`config.mk`:
```
export PLATFORM = sky130hd
export DESIGN_NAME = regfile_wb_arbiter
export DESIGN_NICKNAME = d
export VERILOG_FILES = /design/src/rtl/regfile_wb_arbiter.sv
export SDC_FILE = /design/constraint.sdc
export NUM_CORES = 1
export LEC_CHECK = 0
export ABC_AREA = 0
export CAP_MARGIN = 20
export CORE_ASPECT_RATIO = 0.8
export CORE_MARGIN = 3
export CORE_UTILIZATION = 46
export CTS_CLUSTER_SIZE = 20
export DETAILED_ROUTE_END_ITERATION = 10
export HOLD_SLACK_MARGIN = 0.03
export PLACE_DENSITY_LB_ADDON = 0.1
export SLEW_MARGIN = 40
export SYNTH_ARGS = -nofsm -noshare
export SYNTH_HDL_FRONTEND = slang
export SYNTH_SLANG_ARGS = --single-unit
```
`constraint.sdc`:
```
create_clock -name clk -period 9.4 [get_ports clk]
set_input_delay 1.88 -clock clk [delete_from_list [all_inputs] [get_ports clk]]
set_output_delay 1.88 -clock clk [all_outputs]
set_load 0.02 [all_outputs]
```
`src/rtl/regfile_wb_arbiter.sv`:
```
// Arbitrates ALU/load writebacks onto the register-file write port; a grant appears on WE3/A3/WD3 one cycle later.
// Readies are combinational grants, at most one per cycle; a per-register busy scoreboard tracks pending writes.
module regfile_wb_arbiter #(
  parameter int DATA_W   = 32,
  parameter int ADDR_W   = 5,
  parameter int NREG     = 32,
  parameter int PRIO_MEM = 0
) (
  input  logic              clk,
  input  logic              rst,
  input  logic              alu_valid,
  output logic              alu_ready,
  input  logic [ADDR_W-1:0] alu_addr,
  input  logic [DATA_W-1:0] alu_data,
  input  logic              mem_valid,
  output logic              mem_ready,
  input  logic [ADDR_W-1:0] mem_addr,
  input  logic [DATA_W-1:0] mem_data,
  input  logic              rsv_valid,
  input  logic [ADDR_W-1:0] rsv_addr,
  output logic [NREG-1:0]   busy,
  output logic              WE3,
  output logic [ADDR_W-1:0] A3,
  output logic [DATA_W-1:0] WD3
);

  // last_mem=1 means the memory source won the most recent grant
  logic              last_mem;
  logic              grant_alu;
  logic              grant_mem;
  logic              grant;
  logic [ADDR_W-1:0] win_addr;
  logic [DATA_W-1:0] win_data;
  logic [NREG-1:0]   busy_next;

  always_comb begin
    grant_alu = 1'b0;
    grant_mem = 1'b0;
    if (!rst) begin
      if (alu_valid && mem_valid) begin
        if (PRIO_MEM != 0) begin
          grant_mem = 1'b1;
        end else begin
          grant_alu = last_mem;
          grant_mem = !last_mem;
        end
      end else begin
        grant_alu = alu_valid;
        grant_mem = mem_valid;
      end
    end
  end

  assign alu_ready = grant_alu;
  assign mem_ready = grant_mem;
  assign grant     = grant_alu || grant_mem;
  assign win_addr  = grant_mem ? mem_addr : alu_addr;
  assign win_data  = grant_mem ? mem_data : alu_data;

  // A new reservation on the same edge supersedes the clear from a grant
  always_comb begin
    busy_next = busy;
    if (grant) begin
      busy_next[win_addr] = 1'b0;
    end
    if (rsv_valid) begin
      busy_next[rsv_addr] = 1'b1;
    end
  end

  always_ff @(posedge clk or posedge rst) begin
    if (rst) begin
      last_mem <= 1'b1;
      WE3      <= 1'b0;
      A3       <= '0;
      WD3      <= '0;
      busy     <= '0;
    end else begin
      WE3  <= grant;
      busy <= busy_next;
      if (grant) begin
        last_mem <= grant_mem;
        A3       <= win_addr;
        WD3      <= win_data;
      end
    end
  end

endmodule

```
# After elaboration in Yosys (flattened, before gate mapping)
# Index checks and enable logic that the tools add are counted.
dict set report classes {
  order_cmp 4
  n_mux 12
  bitwise_logic 3
  n_reduce_logical 5
}
# operator count
set ops {}
lappend ops {{2-to-1 mux 32 bit} 3}
lappend ops {{bitwise AND 32 bit} 1}
lappend ops {{inverter 32 bit} 1}
lappend ops {{OR 32 bit} 1}
lappend ops {{less-than comparator 5 x 6 -> 1 bit, second input constant} 2}
lappend ops {{demux 1 bit (select 5 bit)} 2}
lappend ops {{>= comparator 5 x 1 -> 1 bit, second input constant} 2}
lappend ops {{2-to-1 mux 1 bit} 6}
lappend ops {{2-to-1 mux 5 bit} 1}
lappend ops {{logical AND 1 bit} 3}
lappend ops {{zero test 1 bit} 1}
lappend ops {{logical OR 1 bit} 1}
dict set report totals {
  ff_bits 71
  input_bits 84
  output_inout_bits 72
  wordCells 29
}

# Depth between registers and ports, before layout
dict set report depth {
  ltp_word 13
  depth_mapped 6
  ltp_nobuf 4
}

# Least setup slack after synthesis
# OpenSTA, ideal clock, no wires.
dict set report synth_timing {
  path_kind {input to output}
  startpoint {input rst}
  endpoint {output alu_ready}
  arrival_ns 3.845
  t_required_ns 7.520
  setup_slack_ns 3.675
  stages 2
  path_buffers 0
  cell_sequence {inv_1 > and3_1}
}
dict set report synth_between {
  elab_chain_cells 1
}
# element line_no
set synth_rtl {}
lappend synth_rtl {{from (decl)} 10} ;# input logic rst,
lappend synth_rtl {{2-to-1 mux 1 bit} 39} ;# if (!rst) begin
lappend synth_rtl {{to (decl)} 12} ;# output logic alu_ready,
# Every way passes these cells.

# Worst setup path after layout
dict set report layout_timing {
  startpoint {input mem_valid}
  endpoint {output mem_ready}
}
dict set report layout_between {
  elab_chain_cells 3
}
# element line_no
set layout_rtl {}
lappend layout_rtl {{from (decl)} 15} ;# input logic mem_valid,
lappend layout_rtl {{logical AND 1 bit} 40} ;# if (alu_valid && mem_valid) begin
lappend layout_rtl {{2-to-1 mux 1 bit *} 40}
lappend layout_rtl {{2-to-1 mux 1 bit *} 39}
lappend layout_rtl {{to (decl)} 16} ;# output logic mem_ready,
# Mark *: on every way between the ends. The rest lies on a longest branch, timed or not.

==> results.json <==
{
  "combPwrFrac": 0.244,
  "slowest_stage": "clkdlybuf4s50_1",
  "antenna_found_initial": 0,
  "power.leakage_nw": 2.10,
  "critPathLaunch": "mem_valid",
  "cts.htree.levels": 3,
  "synthAdderAreaFrac": 0,
  "min_path_cells": 2,
  "path_cells": "clkdlybuf4s50_1 -> nand2b_1 -> nor2_4 -> clkdlybuf4s50_1",
  "synthTopCellsByArea": "dfrtp_1, mux2i_1, a221o_1",
  "tightestPinTransition_ps": 712,
  "multi_input_area_sq_mm": 0.00164,
  "placementRows": 27,
  "period_minus_slack_ps": 5490,
  "seq_area_sq_mm": 0.00178,
  "ys_async_sr_fraction": 1.00,
  "drc": 0,
  "grt_pass1_vias": 3243,
  "antennaDiodeCount": 0,
  "layout_setup_ws_ps": 3910,
  "cts_buffer_depth": 2,
  "yosysMostFrequentCell": "dfrtp_1",
  "dpl.hpwl_mm": 7.66,
  "cp.arrival_ps": 3610,
  "synthXorXnorAreaFrac": 0,
  "critical_path.top_delay_family": "buffers and inverters",
  "placed_cell_area_sq_mm": 0.00517,
  "seq_area_frac_synth": 0.503,
  "wl_per_cell_um": 17.7,
  "p_int_mw": 0.588,
  "routed_wl_mm": 10.5,
  "clock_skew_ps": 8.19,
  "grt_max_degree": 81,
  "syn_avg_cell_area_sq_um": 10.3,
  "peakVddDrop_mv": 0.109,
  "synth_ff_type": "dfrtp_1",
  "synthMuxAreaShare": 0.102,
  "p_sw_frac": 0.285,
  "cp.required_ps": 7520,
  "dieHeight_um": 84.4,
  "port_buffers": 155,
  "max_freq_mhz": 182,
  "nets": 575,
  "final_cell_area_sq_mm": 0.00540,
  "hp-start": "WD3[13]",
  "postSynthCellCount": 342,
  "synth_top_area_share": 0.496,
  "timing.setup.tns_ps": 0,
  "finalHoldViolCount": 0,
  "synth_fp_nets": 426,
  "slew-limit-headroom": 0.525,
  "cts_setup_buffers": 0,
  "powerDensity_mw_per_mm2": 152,
  "cts_root_buf": "clkbuf_8",
  "drive_gt1_frac": 0.0544,
  "coreArea_sq_mm": 0.00716,
  "cp_common_cell": "clkdlybuf4s50_1",
  "grt_pass1_wl_mm": 16.8,
  "netlist.top_cell.by_area": "dfrtp_1",
  "path_class": "input pin to output port",
  "syn_to_final_growth_pct": 52.7,
  "synth_edf_count": 0,
  "clock_latency_ps": 350,
  "synth-seq-cells": 71,
  "fillers": 543,
  "synth_top_family_by_area": "compound AO/OA/AOI/OAI gates",
  "cts-resized-gates": 0,
  "vias_per_cell": 5.63,
  "critical_path_depth": 4,
  "crit_buf_inv": 2,
  "cts_tree": "yes",
  "worstPathMaxFanout": 12,
  "routabilityCongestion": 0.840,
  "r2r-start": "last_mem",
  "setup_viol": 0,
  "fin_hold_ws_ps": 482,
  "setup.worst_path.end_class": "output port",
  "synth_warnings": 0,
  "status": "finished, final reports clean",
  "holdBufCountCts": 0,
  "drt_pass1_iterations": 5,
  "num_vias": 3360,
  "power.switching_mw": 0.234,
  "final.period_utilization": 0.584,
  "slew_viol_final": 0,
  "synth-compound-area-share": 0.193,
  "io_pins": 156,
  "drtAntennaViolNets": 0,
  "rsz0062_at_grt": "false",
  "drv_cap": 0,
  "reg2regPathDepth": 4,
  "track_usage": 0.236,
  "synth-simple-area-share": 0.163,
  "overflow": 0,
  "ys_top_cells_by_count": "dfrtp_1, nand2_1, o21ai_1, mux2i_1, and3_1",
  "pwr-share-clk": 0.338,
  "critPathMaxStageDelay_ps": 640,
  "drtIter0Drc": 208,
  "dieArea_sq_mm": 0.00878,
  "hp-class": "flip-flop to flip-flop",
  "cts.sinks": 71,
  "seqPwrFrac": 0.418,
  "place_ws_ps": 3920,
  "die_w_um": 104,
  "synthesis.area_sq_mm": 0.00353,
  "utilization": 0.754,
  "clkSlewWorstSetupHoldPaths_ps": 80,
  "synth_cell_types": 35,
  "start_util": 0.494,
  "start_kind": "input pin",
  "cts_buffers": 9
}
==> logic make-up (layout without fill, tap and decap cells) <==
logic type	count (synthesis)	after routing
flip-flops	71	71
AND/OR/NAND/NOR	107	107
AO/OA/AOI/OAI	97	97
multiplexers	36	36
buffers and inverters	31	185
==> final timing paths <==
kind	endpoint	slack (ps)
setup / recovery	mem_ready	3910
hold / removal	WD3[13]	480
setup reg to reg	busy[9]	7430
hold reg to reg	WD3[13]	480
max in group asynchronous	WD3[31]	6840
min in group asynchronous	WD3[15]	2100
==> stage by stage <==
stage	std cells	power, mW
after floorplan	342	0.444
after global placement	581	0.545
after detailed placement	581	0.550
after CTS	597	0.827
after global routing	597	0.857
final	597	0.821
==> sequential cells by signal, indices dropped and copies added, names as in the netlist <==
name / flops
A3: 5
WD3: 32
WE3: 1
busy: 32
last_mem: 1
==> cell type report <==
class,count,share of cell area
inverter,11,0.00765
clock buffer,10,0.0255
tap,101,0.0234
sequential,71,0.329
multi-input combinational,240,0.305
timing repair buffer,158,0.292
clock inverter,6,0.0174
==> power by group through the flow <==
stage | Sequential, mW | Clock [mW] | Combinational (mW)
floorplan | 0.378 | 0 | 0.0658
global placement | 0.348 | 0 | 0.197
detailed placement | 0.349 | 0 | 0.201
CTS | 0.344 | 0.281 | 0.202
global route | 0.347 | 0.294 | 0.216
finish | 0.343 | 0.278 | 0.200
==> metal layers <==
| metal | GRT usage | part of all wire | vias up |
|---|---|---|---|
| met5 | 0 | 0 | - |
| met4 | 0.0507 | 0.0062 | 0 |
| met3 | 0.0922 | 0.10 | 8 |
| met2 | 0.386 | 0.48 | 165 |
| met1 | 0.301 | 0.41 | 1600 |
| li1 | - | - | 1587 |
==> worst min-delay path, delay by kind of cell, from the launching register on <==
kind / cells / cell delay [ps]
AO/OA/AOI/OAI: 1 / 60
AND/OR/NAND/NOR: 1 / 40
flip-flops: 1 / 350
==> layout by cell type, fill, tap and decap left out, types with 3 or more instances in the layout <==
cell type | synthesis | routed
o21ai_0 | 9 | 9
clkinv_4 | 0 | 3
o21ai_1 | 42 | 41
inv_1 | 10 | 9
nand4_1 | 4 | 4
nor2_1 | 6 | 5
and3b_1 | 3 | 3
and3_1 | 28 | 28
nor3b_1 | 5 | 4
clkdlybuf4s50_1 | 0 | 155
dfrtp_1 | 70 | 70
nor2b_1 | 4 | 4
a221o_1 | 24 | 24
nand4b_1 | 5 | 5
mux2i_1 | 36 | 36
nand2_1 | 43 | 43
a32oi_1 | 8 | 8
clkbuf_8 | 0 | 10
a21o_1 | 4 | 4
(Power assumes the default switching activity.)
